**src/rtl/cl_cfg_reg_rsp.sv**
```systemverilog
// cl_cfg_reg_rsp: cfg_bus responder with a small register bank and a
// programmable ack delay. One access in flight; ack and rdata are registered.
module cl_cfg_reg_rsp #(
    parameter logic [31:0] ID_VALUE    = 32'h0CF6_0001,
    parameter int unsigned RST_ACK_DLY = 0,
    parameter int unsigned DLY_W       = 8
) (
    input  logic        clk,
    input  logic        sync_rst_n,
    input  logic        flr_assert,
    input  logic [31:0] cfg_addr,
    input  logic [31:0] cfg_wdata,
    input  logic        cfg_wr,
    input  logic        cfg_rd,
    output logic        cfg_ack,
    output logic [31:0] cfg_rdata,
    output logic [31:0] ctrl_out,
    input  logic [31:0] status_in
);

    localparam int unsigned DATA_W = 32;
    localparam int unsigned OFS_W  = 6;
    localparam int unsigned CYC_W  = 64;
    localparam int unsigned STS_W  = 3;

    localparam logic [OFS_W-1:0] OFS_CTRL    = 6'h00;
    localparam logic [OFS_W-1:0] OFS_SCRATCH = 6'h01;
    localparam logic [OFS_W-1:0] OFS_ACK_DLY = 6'h02;
    localparam logic [OFS_W-1:0] OFS_STATUS  = 6'h03;
    localparam logic [OFS_W-1:0] OFS_WR_CNT  = 6'h04;
    localparam logic [OFS_W-1:0] OFS_RD_CNT  = 6'h05;
    localparam logic [OFS_W-1:0] OFS_CYC_LO  = 6'h06;
    localparam logic [OFS_W-1:0] OFS_CYC_HI  = 6'h07;
    localparam logic [OFS_W-1:0] OFS_ID      = 6'h08;
    localparam logic [OFS_W-1:0] OFS_EXT     = 6'h09;

    typedef enum logic [1:0] {
        ST_IDLE = 2'd0,
        ST_WAIT = 2'd1,
        ST_ACK  = 2'd2
    } state_e;

    state_e              state_q, state_d;
    logic [OFS_W-1:0]    addr_q;
    logic [DATA_W-1:0]   wdata_q;
    logic                is_wr_q;
    logic [DLY_W-1:0]    dly_cnt_q;

    logic [DATA_W-1:0]   ctrl_q, ctrl_d;
    logic [DATA_W-1:0]   scratch_q, scratch_d;
    logic [DLY_W-1:0]    ack_dly_q, ack_dly_d;
    logic [STS_W-1:0]    status_q, status_d;
    logic [DATA_W-1:0]   wr_cnt_q, wr_cnt_d;
    logic [DATA_W-1:0]   rd_cnt_q, rd_cnt_d;
    logic [DATA_W-1:0]   cyc_hi_snap_q, cyc_hi_snap_d;
    logic [CYC_W-1:0]    cyc_q;
    logic                ack_q;
    logic [DATA_W-1:0]   rdata_q, rdata_d;

    logic                req_c;
    logic                accept_c;
    logic                access_c;
    logic                overlap_c;
    logic                collide_c;
    logic                unmapped_c;
    logic                wr_hit_c;
    logic                rd_hit_c;
    logic [DATA_W-1:0]   rd_val_c;

    logic                unused_addr;
    assign unused_addr = ^{cfg_addr[31:8], cfg_addr[1:0]};

    assign cfg_ack   = ack_q;
    assign cfg_rdata = rdata_q;
    assign ctrl_out  = ctrl_q;

    // State register
    always_ff @(posedge clk or negedge sync_rst_n) begin
        if (!sync_rst_n) state_q <= ST_IDLE;
        else             state_q <= state_d;
    end

    // Next-state logic; FLR overrides everything
    always_comb begin
        state_d = state_q;
        if (flr_assert) begin
            state_d = ST_IDLE;
        end else begin
            case (state_q)
                ST_IDLE: if (cfg_wr || cfg_rd) state_d = ST_WAIT;
                ST_WAIT: if (dly_cnt_q == '0) state_d = ST_ACK;
                ST_ACK:  state_d = ST_IDLE;
                default: state_d = ST_IDLE;
            endcase
        end
    end

    // FSM-derived strobes: accept, perform access, protocol error flags
    always_comb begin
        req_c      = (cfg_wr || cfg_rd) && !flr_assert;
        accept_c   = req_c && (state_q == ST_IDLE);
        overlap_c  = req_c && (state_q != ST_IDLE);
        collide_c  = accept_c && cfg_wr && cfg_rd;
        access_c   = (state_q == ST_WAIT) && (dly_cnt_q == '0) && !flr_assert;
        wr_hit_c   = access_c && is_wr_q;
        rd_hit_c   = access_c && !is_wr_q;
        unmapped_c = access_c && (addr_q > OFS_EXT);
    end

    // Request capture and ack-delay countdown
    always_ff @(posedge clk or negedge sync_rst_n) begin
        if (!sync_rst_n) begin
            addr_q    <= '0;
            wdata_q   <= '0;
            is_wr_q   <= 1'b0;
            dly_cnt_q <= '0;
        end else if (accept_c) begin
            addr_q    <= cfg_addr[7:2];
            wdata_q   <= cfg_wdata;
            is_wr_q   <= cfg_wr;
            dly_cnt_q <= ack_dly_q;
        end else if (state_q == ST_WAIT && dly_cnt_q != '0) begin
            dly_cnt_q <= dly_cnt_q - DLY_W'(1);
        end
    end

    // Read-data mux, evaluated on the access edge
    always_comb begin
        rd_val_c = 32'hDEAD_BEEF;
        case (addr_q)
            OFS_CTRL:    rd_val_c = ctrl_q;
            OFS_SCRATCH: rd_val_c = scratch_q;
            OFS_ACK_DLY: rd_val_c = DATA_W'(ack_dly_q);
            OFS_STATUS:  rd_val_c = DATA_W'(status_q);
            OFS_WR_CNT:  rd_val_c = wr_cnt_q;
            OFS_RD_CNT:  rd_val_c = rd_cnt_q;
            OFS_CYC_LO:  rd_val_c = cyc_q[31:0];
            OFS_CYC_HI:  rd_val_c = cyc_hi_snap_q;
            OFS_ID:      rd_val_c = ID_VALUE;
            OFS_EXT:     rd_val_c = status_in;
            default:     rd_val_c = 32'hDEAD_BEEF;
        endcase
    end

    // Register bank next state: writes, counters, snapshot, sticky status
    always_comb begin
        ctrl_d        = ctrl_q;
        scratch_d     = scratch_q;
        ack_dly_d     = ack_dly_q;
        status_d      = status_q;
        wr_cnt_d      = wr_cnt_q;
        rd_cnt_d      = rd_cnt_q;
        cyc_hi_snap_d = cyc_hi_snap_q;
        rdata_d       = rdata_q;

        if (wr_hit_c) begin
            case (addr_q)
                OFS_CTRL:    ctrl_d    = wdata_q;
                OFS_SCRATCH: scratch_d = wdata_q;
                OFS_ACK_DLY: ack_dly_d = wdata_q[DLY_W-1:0];
                OFS_STATUS:  status_d  = status_q & ~wdata_q[STS_W-1:0];
                default:     ;
            endcase
            if (addr_q == OFS_WR_CNT)   wr_cnt_d = '0;
            else if (wr_cnt_q != '1)    wr_cnt_d = wr_cnt_q + DATA_W'(1);
        end

        if (wr_hit_c && addr_q == OFS_RD_CNT)  rd_cnt_d = '0;
        else if (rd_hit_c && rd_cnt_q != '1)   rd_cnt_d = rd_cnt_q + DATA_W'(1);

        if (rd_hit_c) begin
            rdata_d = rd_val_c;
            if (addr_q == OFS_CYC_LO) cyc_hi_snap_d = cyc_q[63:32];
        end

        // Set sources applied last so they win over a same-cycle W1C clear
        status_d = status_d | {unmapped_c, collide_c, overlap_c};
    end

    // Register bank, outputs and free-running cycle counter
    always_ff @(posedge clk or negedge sync_rst_n) begin
        if (!sync_rst_n) begin
            ctrl_q        <= '0;
            scratch_q     <= '0;
            ack_dly_q     <= DLY_W'(RST_ACK_DLY);
            status_q      <= '0;
            wr_cnt_q      <= '0;
            rd_cnt_q      <= '0;
            cyc_hi_snap_q <= '0;
            cyc_q         <= '0;
            ack_q         <= 1'b0;
            rdata_q       <= '0;
        end else begin
            ctrl_q        <= ctrl_d;
            scratch_q     <= scratch_d;
            ack_dly_q     <= ack_dly_d;
            status_q      <= status_d;
            wr_cnt_q      <= wr_cnt_d;
            rd_cnt_q      <= rd_cnt_d;
            cyc_hi_snap_q <= cyc_hi_snap_d;
            cyc_q         <= cyc_q + CYC_W'(1);
            ack_q         <= access_c;
            rdata_q       <= rdata_d;
        end
    end

endmodule

```
**config.mk**
```make
export PLATFORM = sky130hd
export DESIGN_NAME = cl_cfg_reg_rsp
export DESIGN_NICKNAME = d
export VERILOG_FILES = /design/src/rtl/cl_cfg_reg_rsp.sv
export SDC_FILE = /design/constraint.sdc
export NUM_CORES = 1
export LEC_CHECK = 0
export CORE_AREA = 2 2 209 149
export CTS_CLUSTER_DIAMETER = 50
export DETAILED_ROUTE_END_ITERATION = 8
export DIE_AREA = 0 0 211 151
export PLACE_DENSITY_LB_ADDON = 0.15
export SYNTH_ARGS = -nofsm -noshare
export SYNTH_HDL_FRONTEND = slang
export SYNTH_SLANG_ARGS = --single-unit
```
**constraint.sdc**
```tcl
create_clock -name clk -period 2.7 [get_ports clk]
set_input_delay 0.54 -clock clk [delete_from_list [all_inputs] [get_ports clk]]
set_output_delay 0.54 -clock clk [all_outputs]
set_load 0.01 [all_outputs]
```
Word-level counts from Yosys, hierarchy flattened
Index checks and enable logic that the tools add are counted.
- equality and inequality tests: 14
- bitwise logic cells: 3
- muxes and demuxes: 13
- add/sub/neg operators: 4
- magnitude comparators: 1
- reduce and logical (&&, ||, !) cells: 30
- operators by type and width (kind ; count):
    one-hot mux 32 bit (10 select lines) ; 1
    2-to-1 mux 32 bit ; 4
    adder 32 x 1 -> 32 bit, second input constant ; 2
    adder 64 x 1 -> 64 bit, second input constant ; 1
    inequality test 32 bit, second input constant ; 2
    == test 6 x 3 -> 1 bit, second input constant ; 4
    2-to-1 mux 8 bit ; 2
    logical AND 1 bit ; 13
    == test 6 x 2 -> 1 bit, second input constant ; 2
    == test 6 x 4 -> 1 bit, second input constant ; 2
    AND reduction 2 bit ; 6
    logical NOT 8 bit ; 1
    nonzero test 2 bit ; 4
    nonzero test 8 bit ; 1
    subtractor 8 x 1 -> 8 bit, second input constant ; 1
    == test 6 x 1 -> 1 bit, second input constant ; 1
    > comparator 6 x 4 -> 1 bit, second input constant ; 1
    logical NOT 6 bit ; 1
    2-to-1 mux 2 bit ; 3
    2-to-1 mux 3 bit ; 2
    one-hot mux 2 bit (2 select lines) ; 1
    AND 3 bit ; 1
    inequality test 3 x 2 -> 1 bit, second input constant ; 1
    inequality test 3 bit, second input constant ; 1
    6 further kinds ; 7
- bits of input ports: 101
- logic and storage cells: 80
- flip-flop bits (word level): 317

Longest topological paths before layout
Gate-level depths: netlist (run 1).
- depth in word-level cells: 7
- mapped depth: 10
- depth with buffers taken out: 7

Worst setup path after synthesis (run 1)
No wires, ideal clock.
- path kind: register -> register
- start: register dly_cnt_q[0]
- end: register rd_cnt_q[31]
- stages on the path, launching flop included: 10
- path buffers: 2
- arrival: 2.455 ns
- setup time: 0.079 ns
- required time: 2.621 ns
- setup slack: 0.165 ns
- path through: dfrtp_1 inv_1 ha_1 or4b_1 buf_2 nor4_4 o311ai_1 buf_2 nor3_1 mux2i_1
- word-level cells in the longest chain between the ends: 6
- elaborated cells on any way between the ends: 9
- those cells by class: 1 x mux; 8 x reduce/logical
- RTL lines (element ; line ; text):
    start, declared ; 47 ; logic [DLY_W-1:0] dly_cnt_q;
    start signal, assigned ; 121 ; dly_cnt_q <= ack_dly_q;
    start signal, assigned ; 123 ; dly_cnt_q <= dly_cnt_q - DLY_W'(1);
    logical NOT 8 bit * ; 104 ; access_c = (state_q == ST_WAIT) && (dly_cnt_q == '0) && !flr_assert;
    logical AND 1 bit * (2 in a row) ; 104 ;
    logical AND 1 bit, on equally long branches ; 105, 106 ;
    logical AND 1 bit, on equally long branches ; 168, 169 ;
    2-to-1 mux 32 bit / nonzero test 2 bit (equally long branches) ; n/a ;
    end signal, assigned ; 199 ; rd_cnt_q <= rd_cnt_d;
    end, declared ; 54 ; logic [DATA_W-1:0] rd_cnt_q, rd_cnt_d;
Every way passes the cells marked *; elsewhere a longest branch is shown, timed or not.
A chain may end at the register's enable or synchronous reset.

Worst setup path in the final report (run 1)
- start: register addr_q[1]
- end: register rdata_q[15] (netlist: cfg_rdata[15])
- word-level cells in the longest chain between the ends: 2
- elaborated cells on any way between the ends: 11
- those cells by class: 9 x eq/ne; 1 x mux; 1 x reduce/logical
- RTL lines (element ; line ; text):
    start, declared ; 44 ; logic [OFS_W-1:0] addr_q;
    start signal, assigned ; 118 ; addr_q <= cfg_addr[7:2];
    == test 6 x 4 -> 1 bit, or another cell as far along ; 130 ; case (addr_q)
    one-hot mux 32 bit (10 select lines) * ; 130 ;
    end signal, assigned ; 203 ; rdata_q <= rdata_d;
    end, declared ; 58 ; logic [DATA_W-1:0] rdata_q, rdata_d;
Marked as above.

==> metrics.txt, run 1 <==
WHS Endpoint=cfg_rdata[24]; FF+latch count, synth=317; Slew Limit Headroom=0.415; Yosys warning count=0; Fillers=2,391; maximum VDD drop=497 uV; CTS tree=done; Placer Congestion=0.948; Cell variety after synth=66; R2R cell count=7; final hold vios=0; I/O Pins=166; layout cells sized above 1=0.176; initial core utilization=0.504; final period utilization=0.993; detailed placement HPWL=35,800 um; status=complete, no violations; Setup violations, final=0; Bufs on Longest Clock Path=3; full die area=0.0319 mm^2; cell breakdown of the critical path=nor2b_1 > and4b_1 > buf_12 > a222oi_1 > buf_4 > a41oi_1 > a21o_1; antenna violations before repair=0; final worst setup slack=0.0202 ns; Mapped Area=0.0150 mm^2; Power Density=783 mW/mm^2; WP data arrival=3.11 ns; CP max FO=26; hold crit path type=reg -> reg; top-count cell post-synth=dfrtp_1; most area-hungry cell type in the Yosys netlist=dfrtp_1; Buf+Inv Stages, Crit Path=2; Max Cap Violations=0; DP Area=0.0176 mm^2; Synth Area per Inst=10.5 um^2; Clock power frac=0.338; sequential cell area fraction in the yosys report=0.528; combinational share of power=0.242; GRT Overall Usage=0.313; Power Internal=10,100 uW; hold depth=1; Setup Skew=0.0137 ns; core area=0.0298 mm^2; critical setup path kind=reg -> reg; CP top delay family=compound AO/OA/AOI/OAI gates; Psw=4660 uW; GR Overflow Total=0; asr flop ratio synth=1.00; reg-to-reg endpoint=cfg_rdata[15]; FF-to-FF setup slack=0.02 ns; Num CTS Buffers=34; Synth top area share=0.528; cell row count=53; Post-synth EDFFs=0; first-pass GRT wire length=74,700 um; Sw Share=0.316; Sink Count=317; overall power=14,700 uW; vias after detailed routing=12,900; largest net degree at the start of global routing=72; pre-CTS setup slack=-0.329 ns; Reg power frac=0.420; vias in the first global route=12,200; CP Capture Type=register; final hold slack=0.481 ns; Leak=0.00845 uW; routed wire length=49,600 um; Nets=1,735; DRC viols=0; CP max stage delay=0.66 ns; clock-pin slew on the worst setup and hold paths=0.06 ns; required time of the critical path=3.13 ns; I/O Buffers=139; ys flop type=dfrtp_1; Hold Path Origin=cfg_rdata[24]; worst slew pin tran=0.866 ns; antenna viol nets, final=0; Slowest-stage cell, CP=a222oi_1; Die X=211 um; Worst-Skew Late Latency=0.53 ns; die height=151 um; Max Transition Viols Final=0; worst r2r src=addr_q[1]; minimum clock period=2.68 ns; Starting DRT DRC Count=1,520; RSZ-0062 raised after global routing=false; Cells after DPL=1,977; dominant cells by area after synthesis=dfrtp_1 53%, mux2_2 8.0%, nand2_1 5.8%; Root Driver=clkbuf_16; Finished Cell Area=0.0188 mm^2; Synth Instances=1,435; drt pass-1 iters=8; Area Overhead vs Synth=25.3%; Clock H-tree levels=2; Commonest cells post-synth=317 x dfrtp_1, 230 x nand2_1, 106 x mux2_2; Vias per Instance=6.32; Finished Layout Cells=2,040; crit start category=register; routed len/inst=24.3 um; Net Count, Synth=1,540; Max Clk Rate=373 MHz
-- logic make-up after synthesis --
family | Yosys count | share of synthesized area
compound gates | 304 | 0.145
xor+xnor | 65 | 0.0379
buf+inv | 108 | 0.0280
flops | 317 | 0.528
fa+ha+maj | 4 | 0.00333
mux | 111 | 0.0828
simple gates | 526 | 0.174
-- cell type report --
type                    count  area [um^2]  share of cell area
repair buffers            248         2440               0.130
flip-flops and latches    317         7930               0.422
clock inverters            15          214              0.0114
multi-input cells        1010         6700               0.356
diodes                      1         2.50            0.000133
clock buffers              45          963              0.0512
inverters                  19         71.3             0.00379
well taps                 385          482              0.0256
-- worst reg2reg max path: stages (launching register included) --
cell,delay (ns)
dfrtp_1,0.62
nor2b_1,0.27
and4b_1,0.31
buf_12,0.18
a222oi_1,0.68
buf_4,0.23
a41oi_1,0.12
a21o_1,0.18
-- registers in the layout, summed over array words and instances (netlist names), 8 cells and up --
| name | count |
|---|---|
| wr_cnt_q | 32 |
| cyc_q | 64 |
| cyc_hi_snap_q | 32 |
| ctrl_out | 32 |
| scratch_q | 32 |
| wdata_q | 32 |
| cfg_rdata | 32 |
| rd_cnt_q | 32 |
| ack_dly_q | 8 |
| dly_cnt_q | 8 |
-- through the flow --
| step | setup TNS [ns] | utilization |
|---|---|---|
| after global routing | 0 | 0.632 |
| after CTS | 0 | 0.631 |
| after floorplan | 0 | - |
| after detailed placement | -17.24 | 0.591 |
| final | 0 | 0.632 |
| after global placement | -15.68 | 0.591 |
-- worst max path at each step --
stage | end | slack (ns) | cells after the start | from
final | cfg_rdata[15] | 0.02 | 7 | addr_q[1]
after global routing | scratch_q[14] | 0.005 | 9 | dly_cnt_q[1]
after CTS | scratch_q[14] | 0.07 | 9 | dly_cnt_q[1]
after detailed placement | rd_cnt_q[28] | -0.33 | 6 | flr_assert
after global placement | rd_cnt_q[28] | -0.32 | 6 | flr_assert
after floorplan | rd_cnt_q[31] | 0.17 | 9 | dly_cnt_q[0]
-- power by group through the flow --
stage	Sequential (uW)	Combinational, uW	Clock, uW
global route	6250	3860	5260
CTS	6160	3520	5040
finish	6180	3570	4980
detailed placement	6240	3490	0
global placement	6210	3450	0
floorplan	6070	1650	0
-- layer usage --
layer / part of all wire / wire length (um) / track usage
met1: 0.46 / 22700 / 0.474
met2: 0.42 / 20700 / 0.444
met3: 0.11 / 5320 / 0.0904
met4: 0.018 / 884 / 0.0673
met5: 0 / 0 / 0
-- cell usage in the layout (no fill, tap or decap), types with 39 or more instances in the layout --
cell and n:
mux2_2 106, a21oi_1 39, a31oi_1 43, buf_4 90
nand2_1 230, a22oi_1 41, nor2_1 43, nand4_1 42
clkdlybuf4s50_1 138, nand3_1 60, dfrtp_1 317, o21ai_0 39
-- what timing repair did --
action,in CTS,in global routing
endpoints found under the setup margin,38,44
hold buffers,1,0
hold endpoints to repair,43,0
pin swaps,0,1
gates resized for setup,1,4
setup buffers,0,1
(Power assumes the default switching activity.)
==> inputs of run 2 (changes only) <==
Settings changed: CTS_CLUSTER_DIAMETER 50 to 40.
==> metrics.txt, run 2 (synthesized netlist as in run 1, its figures left out) <==
status=complete, no violations (unchanged); clock-pin slew on the worst setup and hold paths=0.07 ns (was 0.06 ns); antenna violations before repair=1 (was 0); Top reg by flops=cyc_q (unchanged); Most common cell on crit path=buf_4; Slew Limit Headroom=0.479 (was 0.415); Clock H-tree levels=2 (unchanged); Hold Path Origin=cfg_rdata[29] (was cfg_rdata[24]); final hold vios=0 (unchanged); Nets=1,740 (was 1,735); Placer Congestion=0.948 (unchanged); Finished Layout Cells=2,050 (was 2,040); Finished Cell Area=0.0190 mm^2 (was 0.0188 mm^2); Die X=211 um (unchanged); Area Overhead vs Synth=26.3% (was 25.3%); CP top delay family=simple AND/OR/NAND/NOR gates (was compound AO/OA/AOI/OAI gates); hold crit path type=reg -> reg (unchanged); Setup Skew=0.0180 ns (was 0.0137 ns); Bufs on Longest Clock Path=3 (unchanged); Vias per Instance=6.32 (about the same); crit start category=register (unchanged); Num CTS Buffers=39 (was 34); critical path depth=9 (was 7); GRT Overall Usage=0.314 (was 0.313); R2R cell count=9 (was 7); first-pass GRT wire length=74,900 um (was 74,700 um); GR Overflow Total=0 (unchanged); Power Density=795 mW/mm^2 (was 783 mW/mm^2); Buf+Inv Stages, Crit Path=4 (was 2); routed wire length=49,300 um (was 49,600 um); Cells after DPL=1,977 (unchanged); Fillers=2,372 (was 2,391); Max Cap Violations=0 (unchanged); critical setup path kind=reg -> reg (unchanged); DP Area=0.0176 mm^2 (unchanged); die height=151 um (unchanged); FF-to-FF setup slack=0.11 ns (was 0.02 ns); CP Capture Type=register (unchanged); drt pass-1 iters=9 (was 8); CP startpoint=dly_cnt_q[1] (was addr_q[1]); overall power=15,100 uW (was 14,700 uW); detailed placement HPWL=35,800 um (unchanged); initial core utilization=0.504 (unchanged); core area=0.0298 mm^2 (unchanged); fin util=0.637 (was 0.632); Sink Count=317 (unchanged); CTS tree=done (unchanged); most common cell after layout, fill and taps aside=dfrtp_1 (unchanged); hold depth=1 (unchanged); CP max stage delay=0.54 ns (was 0.66 ns); WP data arrival=3.02 ns (was 3.11 ns); required time of the critical path=3.13 ns (about the same); minimum clock period=2.59 ns (was 2.68 ns); final period utilization=0.960 (was 0.993); worst slew pin tran=0.771 ns (was 0.866 ns); Setup violations, final=0 (unchanged); full die area=0.0319 mm^2 (unchanged); Max Transition Viols Final=0 (unchanged); max reg flops=64 (unchanged); worst r2r src=dly_cnt_q[1] (was addr_q[1]); Max Clk Rate=386 MHz (was 373 MHz); antenna viol nets, final=0 (unchanged); routed len/inst=24.1 um (was 24.3 um); RSZ-0062 raised after global routing=true (was false); cell row count=53 (unchanged); Root Driver=clkbuf_16 (unchanged); Worst-Skew Late Latency=0.55 ns (was 0.53 ns); CP max FO=20 (was 26); vias after detailed routing=13,000 (was 12,900); Starting DRT DRC Count=1,467 (was 1,520); I/O Pins=166 (unchanged); vias in the first global route=12,200 (about the same); DRC viols=0 (unchanged); layout cells sized above 1=0.184 (was 0.176); Slowest-stage cell, CP=or4b_4 (was a222oi_1); largest net degree at the start of global routing=72 (unchanged); I/O Buffers=139 (unchanged); maximum VDD drop=514 uV (was 497 uV); commonest cells after routing, fill and taps aside=316 x dfrtp_1, 230 x nand2_1, 138 x clkdlybuf4s50_1, 106 x mux2_2, 90 x buf_4 (was 317 x dfrtp_1, 230 x nand2_1, 138 x clkdlybuf4s50_1, 106 x mux2_2, 90 x buf_4); n_diodes=0 (was 1); Leak=0.00851 uW (was 0.00845 uW); cell breakdown of the critical path=inv_1 > ha_1 > or4b_4 > buf_4 > nor3_2 > buf_4 > and2_2 > buf_12 > mux2_2 (was nor2b_1 > and4b_1 > buf_12 > a222oi_1 > buf_4 > a41oi_1 > a21o_1)
==> run 2: cell count changes in the layout (fill, tap and decap cells not counted), sizes merged <==
cell,previous run,this run
clkbuf,45,48
clkinvlp,1,7
bufinv,5,2
diode,1,0
inv,21,26
==> run 2: routing by layer <==
metal	share of wire	GRT usage
met5	0.00024	0
met3	0.10	0.0755
met1	0.46	0.487
met2	0.42	0.440
met4	0.020	0.0739
==> run 2: report_power, final <==
group / leakage (uW) / internal, uW / switching (uW)
sequential: 0.00427 / 5460 / 726
clock: 0.000632 / 3120 / 2210
combinational: 0.00360 / 1620 / 1950
==> run 2: area by class of cell <==
class,count,area [um^2],share of cell area
flip-flops and latches,317,7930,0.418
clock buffers,48,1090,0.0575
repair buffers,248,2440,0.129
clock inverters,23,234,0.0123
multi-input cells,1010,6710,0.354
inverters,19,71.3,0.00376
well taps,385,482,0.0254
==> run 2: final timing paths <==
kind	to
setup / recovery	scratch_q[19]
hold / removal	cfg_rdata[29]
setup reg to reg	scratch_q[19]
hold reg to reg	cfg_rdata[29]
max in group asynchronous	scratch_q[30]
min in group asynchronous	wr_cnt_q[8]
==> run 2: repair_timing <==
item                                    CTS  global route
endpoints found under the hold margin    43             0
setup buffers                             0             1
hold buffers                              1             0
endpoints found under the setup margin   39            46
gates resized for setup                   1             6
pin swaps                                 0             2
==> run 2: through the flow <==
stage          TNS [ns]  setup slack, ns  hold slack [ns]
2_1_floorplan         0            0.165            0.244
3_3_place_gp     -15.68           -0.315            0.466
3_5_place_dp     -17.24           -0.329            0.467
4_1_cts               0           0.0681            0.482
5_1_grt        -0.00280         -0.00280            0.496
6_report              0            0.108            0.476
==> run 2: worst reg2reg max path, stage by stage, from the launching register on <==
cell	delay, ns
dfrtp_1	0.39
inv_1	0.06
ha_1	0.18
or4b_4	0.54
buf_4	0.18
nor3_2	0.16
buf_4	0.19
and2_2	0.21
buf_12	0.18
mux2_2	0.38
